`src/rtl/matrix_patch_ctrl_pkg.sv`:
```
// Shared constants and FSM encoding for the audio routing matrix patch sequencer.
package matrix_patch_ctrl_pkg;
    localparam int N_OUT        = 11;
    localparam int N_IN         = 10;
    localparam int SELW         = 4;
    localparam int MUTE_SAMPLES = 4;

    localparam logic [SELW-1:0] SEL_SILENT = '0;

    typedef enum logic [1:0] {
        ST_IDLE      = 2'd0,
        ST_WAIT_TICK = 2'd1,
        ST_MUTE      = 2'd2,
        ST_APPLY     = 2'd3
    } state_t;
endpackage

```
`src/rtl/matrix_patch_ctrl_if.sv`:
```
// Control-bus and matrix-facing signals of the patch sequencer.
interface matrix_patch_ctrl_if #(
    parameter int N_OUT = 11,
    parameter int SELW  = 4
) ();
    logic                  sample_tick;
    logic                  wr_en;
    logic [3:0]            wr_addr;
    logic [SELW-1:0]       wr_data;
    logic                  commit;
    logic [3:0]            rd_addr;
    logic [SELW-1:0]       rd_data;
    logic [N_OUT*SELW-1:0] sel_flat;
    logic                  busy;
    logic [N_OUT-1:0]      mute_mask;

    modport master (
        output sample_tick, wr_en, wr_addr, wr_data, commit, rd_addr,
        input  rd_data, sel_flat, busy, mute_mask
    );

    modport slave (
        input  sample_tick, wr_en, wr_addr, wr_data, commit, rd_addr,
        output rd_data, sel_flat, busy, mute_mask
    );
endinterface

```
`src/rtl/matrix_patch_ctrl.sv`:
```
// Shadow patch register file plus a sample-synchronous mute/apply sequencer
// driving the routing matrix selectors.
//
// state        | meaning
// ST_IDLE      | waiting for commit or a pending re-run
// ST_WAIT_TICK | patch snapshotted, waiting for the first sample tick
// ST_MUTE      | changed outputs held silent, counting sample ticks
// ST_APPLY     | one cycle: load snapshot into changed outputs
module matrix_patch_ctrl #(
    parameter int N_OUT        = matrix_patch_ctrl_pkg::N_OUT,
    parameter int N_IN         = matrix_patch_ctrl_pkg::N_IN,
    parameter int SELW         = matrix_patch_ctrl_pkg::SELW,
    parameter int MUTE_SAMPLES = matrix_patch_ctrl_pkg::MUTE_SAMPLES
) (
    input logic               clk,
    input logic               resetn,
    matrix_patch_ctrl_if.slave bus
);
    import matrix_patch_ctrl_pkg::*;

    localparam int              CNTW     = (MUTE_SAMPLES > 0) ? $clog2(MUTE_SAMPLES + 1) : 1;
    localparam logic [3:0]      ADDR_LIM = 4'(N_OUT);
    localparam logic [SELW-1:0] SEL_MAX  = SELW'(N_IN);
    localparam logic [CNTW-1:0] CNT_INIT = CNTW'(MUTE_SAMPLES);
    localparam logic [SELW-1:0] SILENT   = SELW'(SEL_SILENT);

    logic [SELW-1:0]  shadow    [N_OUT];
    logic [SELW-1:0]  shadow_nx [N_OUT];
    logic [SELW-1:0]  snapshot  [N_OUT];
    logic [SELW-1:0]  active    [N_OUT];
    logic [SELW-1:0]  sel       [N_OUT];
    logic [N_OUT-1:0] chg;
    logic [N_OUT-1:0] chg_nx;
    logic [N_OUT-1:0] mute_mask;
    logic [CNTW-1:0]  cnt;
    logic [SELW-1:0]  rd_q;
    logic             pending;
    logic             busy;
    logic             launch;
    state_t           state;
    state_t           state_nx;

    // Write-first view of the shadow so a same-cycle commit sees the new write.
    always_comb begin
        for (int k = 0; k < N_OUT; k++) shadow_nx[k] = shadow[k];
        if (bus.wr_en && (bus.wr_addr < ADDR_LIM))
            shadow_nx[bus.wr_addr] = (bus.wr_data > SEL_MAX) ? SILENT : bus.wr_data;
        for (int k = 0; k < N_OUT; k++) chg_nx[k] = (shadow_nx[k] != active[k]);
    end

    always_ff @(posedge clk) begin
        if (!resetn) state <= ST_IDLE;
        else         state <= state_nx;
    end

    always_comb begin
        state_nx = state;
        launch   = 1'b0;
        case (state)
            ST_IDLE: begin
                launch = bus.commit || pending;
                if (launch && (chg_nx != '0)) state_nx = ST_WAIT_TICK;
            end
            ST_WAIT_TICK: if (bus.sample_tick) state_nx = (MUTE_SAMPLES == 0) ? ST_APPLY : ST_MUTE;
            ST_MUTE:      if (bus.sample_tick && (cnt == CNTW'(1))) state_nx = ST_APPLY;
            ST_APPLY:     state_nx = ST_IDLE;
            default:      state_nx = ST_IDLE;
        endcase
    end

    always_ff @(posedge clk) begin
        if (!resetn) begin
            for (int k = 0; k < N_OUT; k++) begin
                shadow[k]   <= '0;
                snapshot[k] <= '0;
                active[k]   <= '0;
                sel[k]      <= '0;
            end
            chg       <= '0;
            mute_mask <= '0;
            cnt       <= '0;
            rd_q      <= '0;
            pending   <= 1'b0;
            busy      <= 1'b0;
        end else begin
            for (int k = 0; k < N_OUT; k++) shadow[k] <= shadow_nx[k];
            rd_q <= (bus.rd_addr < ADDR_LIM) ? shadow[bus.rd_addr] : '0;
            busy <= (state_nx != ST_IDLE);

            // Commits outside IDLE merge into a single pending re-run.
            if (launch)          pending <= 1'b0;
            else if (bus.commit) pending <= 1'b1;

            if (launch) begin
                for (int k = 0; k < N_OUT; k++) snapshot[k] <= shadow_nx[k];
                chg <= chg_nx;
            end

            case (state)
                ST_WAIT_TICK: if (bus.sample_tick) begin
                    if (MUTE_SAMPLES > 0) begin
                        for (int k = 0; k < N_OUT; k++) if (chg[k]) sel[k] <= SILENT;
                        mute_mask <= chg;
                    end
                    cnt <= CNT_INIT;
                end
                ST_MUTE: if (bus.sample_tick) cnt <= cnt - CNTW'(1);
                ST_APPLY: begin
                    for (int k = 0; k < N_OUT; k++) begin
                        if (chg[k]) begin
                            active[k] <= snapshot[k];
                            sel[k]    <= snapshot[k];
                        end
                    end
                    mute_mask <= '0;
                end
                default: ;
            endcase
        end
    end

    always_comb begin
        bus.sel_flat = '0;
        for (int k = 0; k < N_OUT; k++) bus.sel_flat[k*SELW +: SELW] = sel[k];
    end

    assign bus.rd_data   = rd_q;
    assign bus.busy      = busy;
    assign bus.mute_mask = mute_mask;
endmodule

```
`src/flat_wrapper.sv`:
```
// flat-port wrapper written by rule: the top's interface ports become plain ports
module matrix_patch_ctrl_flat import matrix_patch_ctrl_pkg::*;
#(
    parameter int N_OUT        = matrix_patch_ctrl_pkg::N_OUT,
    parameter int N_IN         = matrix_patch_ctrl_pkg::N_IN,
    parameter int SELW         = matrix_patch_ctrl_pkg::SELW,
    parameter int MUTE_SAMPLES = matrix_patch_ctrl_pkg::MUTE_SAMPLES
)
  (clk, resetn, bus_sample_tick, bus_wr_en, bus_wr_addr, bus_wr_data, bus_commit, bus_rd_addr, bus_rd_data, bus_sel_flat, bus_busy, bus_mute_mask);
  matrix_patch_ctrl_if #(.N_OUT(N_OUT), .SELW(SELW)) bus_i ();
  input logic clk;
  input logic resetn;
  input wire logic [$bits(bus_i.sample_tick)-1:0] bus_sample_tick;
  input wire logic [$bits(bus_i.wr_en)-1:0] bus_wr_en;
  input wire logic [$bits(bus_i.wr_addr)-1:0] bus_wr_addr;
  input wire logic [$bits(bus_i.wr_data)-1:0] bus_wr_data;
  input wire logic [$bits(bus_i.commit)-1:0] bus_commit;
  input wire logic [$bits(bus_i.rd_addr)-1:0] bus_rd_addr;
  output wire logic [$bits(bus_i.rd_data)-1:0] bus_rd_data;
  output wire logic [$bits(bus_i.sel_flat)-1:0] bus_sel_flat;
  output wire logic [$bits(bus_i.busy)-1:0] bus_busy;
  output wire logic [$bits(bus_i.mute_mask)-1:0] bus_mute_mask;
  assign bus_i.sample_tick = bus_sample_tick;
  assign bus_i.wr_en = bus_wr_en;
  assign bus_i.wr_addr = bus_wr_addr;
  assign bus_i.wr_data = bus_wr_data;
  assign bus_i.commit = bus_commit;
  assign bus_i.rd_addr = bus_rd_addr;
  assign bus_rd_data = bus_i.rd_data;
  assign bus_sel_flat = bus_i.sel_flat;
  assign bus_busy = bus_i.busy;
  assign bus_mute_mask = bus_i.mute_mask;
  matrix_patch_ctrl #(.N_OUT(N_OUT), .N_IN(N_IN), .SELW(SELW), .MUTE_SAMPLES(MUTE_SAMPLES)) u_core (.clk(clk), .resetn(resetn), .bus(bus_i));
endmodule
```
`config.mk`:
```
export PLATFORM = sky130hd
export DESIGN_NAME = matrix_patch_ctrl_flat
export DESIGN_NICKNAME = d
export VERILOG_FILES = /design/src/rtl/matrix_patch_ctrl_pkg.sv /design/src/rtl/matrix_patch_ctrl_if.sv /design/src/rtl/matrix_patch_ctrl.sv /design/src/flat_wrapper.sv
export SDC_FILE = /design/constraint.sdc
export NUM_CORES = 1
export LEC_CHECK = 0
export ABC_CLOCK_PERIOD_IN_PS = 3600
export CAP_MARGIN = 20
export CORE_ASPECT_RATIO = 1.4
export CORE_MARGIN = 8
export CORE_UTILIZATION = 40
export DETAILED_ROUTE_END_ITERATION = 16
export HOLD_SLACK_MARGIN = 0.03
export MAX_ROUTING_LAYER = met4
export PLACE_DENSITY_LB_ADDON = 0.1
export SYNTH_ARGS = -nofsm -noshare
export SYNTH_HDL_FRONTEND = slang
export SYNTH_SLANG_ARGS = --single-unit
```
`constraint.sdc`:
```
create_clock -name clk -period 3.6 [get_ports clk]
set_input_delay 0.72 -clock clk [delete_from_list [all_inputs] [get_ports clk]]
set_output_delay 0.72 -clock clk [all_outputs]
set_load 0.05 [all_outputs]
```
==> flow_summary.yaml <==
synth:
  synth_edf_count: 132
  synth_flop_cell: "edfxtp_1"
  syn_area_per_cell_um2: 10.5
  yosysSeqAreaShare_pct: 57.6
  synthTopCellsByArea: "edfxtp_1 (41%), dfxtp_1 (16%), nor2_1 (5.6%)"
  synthCells: 909
  netlist_area_mm2: 0.00956
  yosys_warnings: 0
  ys_ff_latch: 209
  synth_area_leader_cell: "edfxtp_1"
  async_flop_share_pct: 0
  synth_top_area_share_pct: 41.5
  synth_cell_type_count: 53
  synth_nets: 928
grt:
  grt_overflow_total: 0
  first_global_vias: 7210
  antenna_found_initial: 1
  grt_pass1_wl_um: 41900
  groute.usage.overall_pct: 19.1
  grt_max_degree: 65
sta:
  hold_viol: 0
  fmax_mhz: 302
  min_period_over_period_pct: 92.1
  period_needed_ps: 3310
  fin_hold_ws_ps: 508
  finalWorstSetupSlack_ps: 286
  slew_violations: 0
  setup_viol: 0
  rsz0062_at_grt: "no"
  max_slew.worst_pin.slew_ps: 1010
  worst_slew_margin_rel_pct: 32.3
  skew_ps: 7.28
  finalSetupTns_ps: 0
clock_network:
  insertion_delay_ps: 500
  cts-root-buf: "clkbuf_16"
  cts_buffer_depth: 3
  cts_resized: 0
  postCtsSetupRepairBufs: 0
  cts_tree: "built"
  hold_buffers: 0
  cts_made_buffers: 21
  clkTransAtPathRegs_ps: 60
  htree_levels: 1
  cts.sinks: 209
critical_path:
  path_class: "input port to flip-flop"
  critical_path.max_stage_delay_ps: 890
  crit_family: "compound AO/OA/AOI/OAI gates"
  cp_common_cell: "nor4_1"
  cp-start-kind: "input port"
  cp_data_required_time_ps: 3960
  cp_slowest_cell: "a2111oi_0"
  endpoint_kind: "flip-flop"
  cp_cell_sequence: "clkdlybuf4s50_1 > nand3b_2 > a2111oi_0 > nor4_1 > a31oi_1 > nand4bb_1 > nor4_1 > buf_4 > o211ai_1"
  regToRegSetupSlack_ps: 960
  crit_arrival_ps: 3680
  cp_max_fo: 9
  crit_buf_inv: 2
detailed_routing:
  drc: 0
  firstDrtPassIters: 5
  drt-initial-drc-count: 540
  wire_per_inst_um: 20.7
  drt-total-wl_um: 27500
  postRouteAntennaNets: 0
  routed_via_density: 5.56
  num_vias: 7379
placement:
  io_buffers: 76
  dpl_worst_slack_ps: -76.0
  globalplace.congestion: 0.884
  dpl.hpwl_um: 20100
power_and_ir_drop:
  swShare_pct: 28.1
  clkPwrFrac_pct: 36.2
  p_int_mw: 4.23
  leakage_nw: 4.49
  seqPwrFrac_pct: 49.6
  p_sw_mw: 1.65
  power.density_mw_per_mm2: 507
  p_comb_share_pct: 14.3
  power.ir.vdd_worst_mv: 0.355
hold_path:
  hold_path.class: "flip-flop to flip-flop"
cells_and_area:
  drive_above_1_share_pct: 11.6
  mostFrequentLayoutCell: "nor2_1"
  area_delta_synth_final_pct: 21.6
  fin_util_pct: 49.0
  nets: 1022
  layout_common_cells: "nor2_1 (142), edfxtp_1 (132), nand2_1 (88)"
die:
  dieArea_mm2: 0.0292
  die_w_um: 147
  rows: 67
  initial_core_util_pct: 40.3
  ioPinCount: 77
  die_height_um: 199
  coreArea_mm2: 0.0237
run:
  maxCapViolCount: 0
run_status:
  status: "finished clean"
## path summary, 6_finish.rpt
| kind | startpoint | to | cells after the start |
|---|---|---|---|
| min reg2reg | u_core.cnt[1] | u_core.cnt[1] | 2 |
| max reg2reg | u_core.active[0][37] | u_core.state[0] | 7 |
| min | u_core.cnt[1] | u_core.cnt[1] | 2 |
| max | bus_wr_addr[1] | u_core.state[0] | 9 |
## worst register-to-register path: cells and delay by family (launching register included)
kind | cells | cell delay (ps)
AO/OA/AOI/OAI | 3 | 1170
buffers and inverters | 1 | 160
flip-flops | 1 | 500
AND/OR/NAND/NOR | 3 | 680
## cells in the mapped netlist (2+ instances only)
library cell	count
o22ai_1	6
a22oi_1	14
ha_1	2
a311oi_1	4
mux2i_4	2
nor2b_1	17
a31oi_1	4
and4_1	6
edfxtp_1	132
o21ai_0	13
or4_1	4
a21oi_1	45
mux2i_1	24
a2111oi_0	10
nor4_1	33
nand4bb_1	4
or3_1	8
buf_1	3
inv_1	5
o2111ai_1	3
mux4_2	8
a211oi_1	26
nand3_1	6
clkbuf_1	57
nor2_1	142
nand4_1	4
xor2_1	4
and3b_1	2
mux2i_2	2
nand2b_1	8
and2_1	8
xnor2_1	16
buf_2	8
nor3_1	9
o21ai_2	2
o21a_1	3
o211ai_1	4
dfxtp_1	77
and3_1	82
nand2_1	89
## stage by stage
stage / instances / total power, mW / area (µm²)
floorplan: 909 / 3.43 / 9560
global placement: 1290 / 3.81 / 11000
detailed placement: 1290 / 3.81 / 11000
CTS: 1327 / 5.94 / 11600
global route: 1328 / 6.12 / 11600
finish: 1328 / 5.89 / 11600
## sequential cells by signal, indices dropped and copies added (netlist names)
signal / count
u_core.sel: 44
u_core.active: 44
u_core.snapshot: 44
u_core.chg: 11
u_core.pending: 1
u_core.bus.mute_mask: 11
u_core.state: 2
u_core.bus.busy: 1
u_core.cnt: 3
u_core.shadow: 44
u_core.bus.rd_data: 4
## per-layer routing
metal	wire, µm	track usage, %
met2	14000	32.8
met3	1140	2.57
met4	754	6.51
met5	0	-
met1	11600	22.7
## area by class of cell
class | count | area, µm²
clock buffer | 28 | 552
sequential | 209 | 5510
multi-input combinational | 625 | 3770
timing repair buffer | 140 | 1280
tap | 310 | 388
fill | 2153 | 12100
antenna | 1 | 2.50
clock inverter | 9 | 100
inverter | 6 | 22.5
## power groups by stage
| stage | sequential [mW] | clock [mW] | combinational, mW |
|---|---|---|---|
| global route | 2.95 | 2.27 | 0.905 |
| finish | 2.92 | 2.13 | 0.839 |
| detailed placement | 2.97 | 0 | 0.842 |
| CTS | 2.92 | 2.18 | 0.845 |
| floorplan | 3.03 | 0 | 0.402 |
| global placement | 2.97 | 0 | 0.841 |
## kinds of logic after synthesis
logic type               share of synthesized area [%]
buffers and inverters                             3.09
AND/OR/NAND/NOR                                   22.6
multiplexers                                      5.16
XOR/XNOR                                          1.83
adder cells (fa/ha/maj)                          0.262
AO/OA/AOI/OAI                                     9.45
flip-flops                                        57.6
No activity file was read; power rests on OpenSTA's default activity.
